[src/rtl/mul_compressor_pipe.sv]
// Pipelined WIDTH x WIDTH multiplier (signed/unsigned) with tag sideband; the 3:2 compressor layers are spread over PIPE_DEPTH stages and the last stage does the carry-propagate add.
// Latency is PIPE_DEPTH cycles and bubbles collapse under out_ready backpressure. Define MUL_COMPRESSOR_PIPE_ACC_EN to add the result accumulator.
module mul_compressor_pipe #(
    parameter int WIDTH      = 9,
    parameter int PIPE_DEPTH = 5,
    parameter int TAG_W      = 4
) (
    input  logic                 clk,
    input  logic                 rst_n,
    input  logic                 in_valid,
    output logic                 in_ready,
    input  logic [WIDTH-1:0]     in_a,
    input  logic [WIDTH-1:0]     in_b,
    input  logic                 in_signed,
    input  logic [TAG_W-1:0]     in_tag,
`ifdef MUL_COMPRESSOR_PIPE_ACC_EN
    input  logic                 in_acc_clr,
    output logic [2*WIDTH+7:0]   out_acc,
`endif
    output logic                 out_valid,
    input  logic                 out_ready,
    output logic [2*WIDTH-1:0]   out_prod,
    output logic [TAG_W-1:0]     out_tag
);

    localparam int PW = 2 * WIDTH;
    localparam int NR = 2 * WIDTH;

    typedef logic [NR-1:0][PW-1:0] heap_t;

    function automatic int count_layers(input int n);
        int m;
        int c;
        m = n;
        c = 0;
        while (m > 2) begin
            m = 2 * (m / 3) + (m % 3);
            c++;
        end
        return c;
    endfunction

    localparam int NL = count_layers(NR);

    function automatic int stage_layers(input int s);
        return (NL * (s + 1)) / PIPE_DEPTH - (NL * s) / PIPE_DEPTH;
    endfunction

    // Operands are extended to 2*WIDTH, so the modular product is correct for both signednesses.
    function automatic heap_t pp_gen(input logic [WIDTH-1:0] a, input logic [WIDTH-1:0] b,
                                     input logic sgn);
        logic [PW-1:0] a_x;
        logic [PW-1:0] b_x;
        heap_t         h;
        a_x = sgn ? {{WIDTH{a[WIDTH-1]}}, a} : {{WIDTH{1'b0}}, a};
        b_x = sgn ? {{WIDTH{b[WIDTH-1]}}, b} : {{WIDTH{1'b0}}, b};
        for (int i = 0; i < NR; i++) begin
            h[i] = b_x[i] ? (a_x << i) : '0;
        end
        return h;
    endfunction

    // Live rows always sit at the bottom of the heap, so each layer packs its outputs there too.
    function automatic heap_t csa_layer(input heap_t h);
        heap_t o;
        o = '0;
        for (int g = 0; g < NR / 3; g++) begin
            o[2*g]   = h[3*g] ^ h[3*g+1] ^ h[3*g+2];
            o[2*g+1] = ((h[3*g] & h[3*g+1]) | (h[3*g] & h[3*g+2]) | (h[3*g+1] & h[3*g+2])) << 1;
        end
        for (int k = 0; k < NR % 3; k++) begin
            o[2*(NR/3)+k] = h[3*(NR/3)+k];
        end
        return o;
    endfunction

    function automatic heap_t reduce(input heap_t h_in, input int n);
        heap_t h;
        h = h_in;
        for (int l = 0; l < NL; l++) begin
            if (l < n) h = csa_layer(h);
        end
        return h;
    endfunction

    logic [PIPE_DEPTH-1:0] r_vld;
    logic [TAG_W-1:0]      r_tag [PIPE_DEPTH];
    logic [PW-1:0]         r_prod;
    logic [PIPE_DEPTH-1:0] w_load;
    logic [PIPE_DEPTH-1:0] w_in_vld;
    logic [TAG_W-1:0]      w_in_tag [PIPE_DEPTH];
    heap_t                 w_src [PIPE_DEPTH];
    heap_t                 w_red [PIPE_DEPTH];
    logic [PW-1:0]         w_sum;

    always_comb begin
        w_in_vld[0] = in_valid;
        w_in_tag[0] = in_tag;
        for (int s = 1; s < PIPE_DEPTH; s++) begin
            w_in_vld[s] = r_vld[s-1];
            w_in_tag[s] = r_tag[s-1];
        end
    end

    always_comb begin
        logic nxt;
        nxt    = out_ready;
        w_load = '0;
        for (int s = PIPE_DEPTH - 1; s >= 0; s--) begin
            w_load[s] = ~r_vld[s] | nxt;
            nxt       = w_load[s];
        end
    end

    always_ff @(posedge clk or negedge rst_n) begin
        if (!rst_n) begin
            r_vld <= '0;
            for (int s = 0; s < PIPE_DEPTH; s++) r_tag[s] <= '0;
        end else begin
            for (int s = 0; s < PIPE_DEPTH; s++) begin
                if (w_load[s]) begin
                    r_vld[s] <= w_in_vld[s];
                    if (w_in_vld[s]) r_tag[s] <= w_in_tag[s];
                end
            end
        end
    end

    assign w_src[0] = pp_gen(in_a, in_b, in_signed);

    for (genvar s = 0; s < PIPE_DEPTH; s++) begin : g_stage
        localparam int LS = stage_layers(s);
        assign w_red[s] = reduce(w_src[s], LS);
        if (s < PIPE_DEPTH - 1) begin : g_csa
            heap_t r_heap;
            always_ff @(posedge clk or negedge rst_n) begin
                if (!rst_n)                         r_heap <= '0;
                else if (w_load[s] && w_in_vld[s])  r_heap <= w_red[s];
            end
            assign w_src[s+1] = r_heap;
        end
    end

    assign w_sum = w_red[PIPE_DEPTH-1][0] + w_red[PIPE_DEPTH-1][1];

    always_ff @(posedge clk or negedge rst_n) begin
        if (!rst_n)                                               r_prod <= '0;
        else if (w_load[PIPE_DEPTH-1] && w_in_vld[PIPE_DEPTH-1])  r_prod <= w_sum;
    end

`ifdef MUL_COMPRESSOR_PIPE_ACC_EN
    logic [PIPE_DEPTH-1:0] r_sgn;
    logic [PIPE_DEPTH-1:0] r_clr;
    logic [PIPE_DEPTH-1:0] w_in_sgn;
    logic [PIPE_DEPTH-1:0] w_in_clr;
    logic [PW+7:0]         r_acc;

    always_comb begin
        w_in_sgn[0] = in_signed;
        w_in_clr[0] = in_acc_clr;
        for (int s = 1; s < PIPE_DEPTH; s++) begin
            w_in_sgn[s] = r_sgn[s-1];
            w_in_clr[s] = r_clr[s-1];
        end
    end

    always_ff @(posedge clk or negedge rst_n) begin
        if (!rst_n) begin
            r_sgn <= '0;
            r_clr <= '0;
            r_acc <= '0;
        end else begin
            for (int s = 0; s < PIPE_DEPTH; s++) begin
                if (w_load[s] && w_in_vld[s]) begin
                    r_sgn[s] <= w_in_sgn[s];
                    r_clr[s] <= w_in_clr[s];
                end
            end
            // Unsigned products are zero-extended; signed ones carry their sign into the guard bits.
            if (w_load[PIPE_DEPTH-1] && w_in_vld[PIPE_DEPTH-1])
                r_acc <= (w_in_clr[PIPE_DEPTH-1] ? '0 : r_acc)
                       + (w_in_sgn[PIPE_DEPTH-1] ? {{8{w_sum[PW-1]}}, w_sum} : {8'b0, w_sum});
        end
    end

    assign out_acc = r_acc;
`endif

    assign in_ready  = w_load[0];
    assign out_valid = r_vld[PIPE_DEPTH-1];
    assign out_prod  = r_prod;
    assign out_tag   = r_tag[PIPE_DEPTH-1];

endmodule

[config.mk]
export PLATFORM = sky130hd
export DESIGN_NAME = mul_compressor_pipe
export DESIGN_NICKNAME = d
export VERILOG_FILES = /design/src/rtl/mul_compressor_pipe.sv
export SDC_FILE = /design/constraint.sdc
export NUM_CORES = 1
export LEC_CHECK = 0
export CORE_MARGIN = 1
export CORE_UTILIZATION = 38
export DETAILED_ROUTE_END_ITERATION = 7
export HOLD_SLACK_MARGIN = 0.03
export SYNTH_ARGS = -nofsm -noshare
export SYNTH_HDL_FRONTEND = slang
export SYNTH_SLANG_ARGS = --single-unit
[constraint.sdc]
create_clock -name clk -period 3.95 [get_ports clk]
set_clock_uncertainty 0.2 [all_clocks]
set_input_delay 0.79 -clock clk [delete_from_list [all_inputs] [get_ports clk]]
set_output_delay 0.79 -clock clk [all_outputs]
set_load 0.01 [all_outputs]
==> metrics.md <==
| Metric | Value |
|---|---|
| I/O Pins | `51` |
| Max IR drop VDD | `410 uV` |
| Row count | `~70` |
| CP Capture Type | `primary output` |
| Global placer's final weighted congestion | `between 0.7 and 0.8` |
| Worst Setup Start Kind | `primary input` |
| Die area | `approximately 40000 um^2` |
| CP required | `approximately 3 ns` |
| Drt first pass iters | `4` |
| Global route overflow | `0` |
| Nets | `1402` |
| Worst-Skew Late Latency | `0.56 ns` |
| Antenna-violating nets left | `0` |
| Worst-margin pin slew | `0.914 ns` |
| CTS Root Cell | `clkbuf_16` |
| Ant diodes | `0` |
| Reg area | `7460 um^2` |
| Minimum hold slack | `just over 0.09 ns` |
| Multi-input logic area | `around 7000 um^2` |
| Crit Path Class | `primary input to primary output` |
| PortBufs | `50` |
| Max stage delay on crit path | `0.60 ns` |
| Fill cells | `3694` |
| Hold-fix buffers, CTS | `0` |
| Seq cells post-synth | `298` |
| Avg Inst Size Synth | `12.6 um^2` |
| HP Class | `primary input to asynchronous set/reset pin` |
| Die width | `about 200 um` |
| H-tree depth | `1` |
| Leak Pwr | `0.00828 uW` |
| CTS Buf Count | `31` |
| Max-cap violations | `0` |
| Power, Total | `around 11000 uW` |
| Vias | `between 8000 and 9000` |
| Drt total wl | `28000 um` |
| Crit path max fanout | `4` |
| Synth Instances | `1184` |
| Share of layout cells above drive strength 1 | `20.8%` |
| Drc violations | `0` |
| Syn Nets | `1358` |
| Worst path slowest cell | `clkdlybuf4s50_1` |
| Sink Count | `298` |
| CP dominant cell by count | `clkdlybuf4s50_1` |
| DP HPWL | `a little under 20000 um` |
| Max-slew violation count | `0` |
| Cell area after layout | `16900 um^2` |
| Worst-path clk slew | `approximately 0.060 ns` |
| Final period utilization | `82.8%` |
| Largest delay share family, worst path | `buffers and inverters` |
| Rel. slew slack | `between 30% and 40%` |
| Hold Violations, Final | `0` |
| Setup TNS | `0 ns` |
| Starting Density | `38.5%` |
| Initial antenna violation count | `0` |
| F_max | `0.306 GHz` |
| Core area | `~39000 um^2` |
| Worst setup margin | `0.680 ns` |
| CTS tree | `yes` |
| Crit path buf inv count | `2` |
| CP Data Arrival Time | `2.28 ns` |
| First-pass GRT wire length | `47100 um` |
| Power Dens Cells | `643 nW/um^2` |
| Placed Area | `15900 um^2` |
| Status | `complete, no violations` |
| Min Tclk post-route | `3.27 ns` |
| Sequential area share after synthesis | `roughly half` |
| Via density per instance | `4.72` |
| Worst-path cell chain | `clkdlybuf4s50_1 -> and4b_2 -> nand3_4 -> clkdlybuf4s50_1` |
| Initial DRC count | `380` |
| Die height | `approximately 200 um` |
| Vias in the first global route | `roughly 8700` |
| Yosys cell types | `34` |
| Pre-CTS WS | `0.669 ns` |
| Area Overhead vs Synth | `13.4%` |
| Max Buffers Root-to-Sink | `3` |
| Yosys warns | `0` |
| Largest net degree at the start of global routing | `98` |
| Unrepaired setup endpoints after global routing | `no` |
| Post-Syn Area | `14900 um^2` |
| Total track usage | `14.4%` |
| Drt wl/cell | `15.9 um` |
| Post-CTS Setup Bufs | `0` |
| Setup violators final | `0` |
| Post-cts repair resize count | `0` |
-- routing by layer --
layer  vias up  part of all wire (%)  GRT usage [%]
met3        35                   3.3           2.08
met1      4226                    52           21.8
met5         -                     0              0
met4         0                   1.5           2.97
met2       105                    43           21.8
li1       3966                     -              -
-- power by group --
group / internal, uW / switching [uW] / total [uW]
clock: 1710 / 1160 / 2870
combinational: 1850 / 1630 / 3480
sequential: 3940 / 600 / 4540
total: 7500 / 3400 / 10900
-- layout by cell type, fill, tap and decap left out, types with 16 or more instances in the layout --
cell / instances
ha_1: 49
nand2_1: 274
clkbuf_16: 31
and3_1: 17
dfrtp_1: 298
o21ai_0: 22
fa_1: 98
xnor2_1: 16
and2_1: 79
inv_1: 30
mux2_2: 189
clkdlybuf4s50_1: 49
-- state kept, by name (all words and copies together) (netlist names) --
| register | cells |
|---|---|
| r_vld | 5 |
| out_prod | 18 |
| r_tag | 16 |
| out_tag | 4 |
| g_stage.g_csa.r_heap | 255 |
-- final cells by class --
class / count / share of cell area (%)
Clock buffer: 45 / 5.37
Clock inverter: 9 / 0.606
Inverter: 30 / 0.665
Multi-Input combinational cell: 803 / 41.4
Sequential cell: 298 / 44.0
Tap cell: 518 / 3.83
Timing Repair Buffer: 64 / 4.05
-- cells by family (layout without fill, tap and decap cells) --
kind of cell | Yosys count | count (layout) | synth area share (%)
xor+xnor | 28 | 28 | 1.64
flops | 298 | 298 | 50.0
buf+inv | 83 | 148 | 3.12
compound gates | 43 | 43 | 1.74
fa+ha+maj | 147 | 147 | 17.3
simple gates | 395 | 395 | 12.0
mux | 190 | 190 | 14.3
-- Yosys cell counts --
master    instances  area [um^2]
a221oi_1          2         17.5
nand2_2           2         12.5
nand3b_1          1         7.51
a21o_1            3         22.5
xor2_1           12          105
nand2_1         275         1030
buf_6            12          135
nand3_1           6         30.0
o21bai_1          2         15.0
o31ai_1           1         7.51
o211a_1           1         10.0
mux2_2          189         2130
inv_1            30          113
buf_2             9         45.0
mux2i_1           1         10.0
and4_1            1         8.76
nand3_4           1         17.5
dfrtp_1         298         7460
and3_1           17          106
or2_2             1         6.26
a211oi_1          3         22.5
buf_4            14          105
fa_1             98         1960
o21ai_0          22          110
and4b_2           1         11.3
clkbuf_1         18         67.6
o311ai_0          1         8.76
o2111a_1          1         11.3
ha_1             49          613
nor2_1            4         15.0
xnor2_1          16          140
and2_1           80          500
a21oi_1           7         35.0
nand2b_1          6         37.5
-- worst paths after layout --
| path | start | endpoint | slack (ns) | depth (start not counted) |
|---|---|---|---|---|
| worst min-delay path | rst_n | out_prod[14] | 0.09 | 1 |
| worst max-delay path | out_ready | in_ready | 0.68 | 4 |
| worst max register to register | g_stage[3].g_csa.r_heap[7] | out_prod[15] | 0.90 | 9 |
| max in group asynchronous | rst_n | g_stage[0].g_csa.r_heap[82] | 2.57 | 2 |
| min in group clk | g_stage[0].g_csa.r_heap[0] | g_stage[0].g_csa.r_heap[0] | 0.26 | 2 |
| worst min register to register | g_stage[0].g_csa.r_heap[0] | g_stage[0].g_csa.r_heap[0] | 0.26 | 2 |
-- worst register-to-register path, stage by stage (launching register included) --
cell and delay [ns]:
dfrtp_1 0.38, ha_1 0.30, ha_1 0.28, ha_1 0.24
fa_1 0.49, a211oi_1 0.33, o21bai_1 0.17, a221oi_1 0.32
xor2_1 0.16, o21ai_0 0.08
-- metrics by stage --
| stage | std cells | utilization (%) |
|---|---|---|
| 5_1_grt | 1767 | 43.7 |
| 3_5_place_dp | 1713 | 41.1 |
| 6_report | 1767 | 43.7 |
| 2_1_floorplan | 1184 | - |
| 3_3_place_gp | 1713 | 41.1 |
| 4_1_cts | 1767 | 43.7 |
No activity file was read; power rests on OpenSTA's default activity.
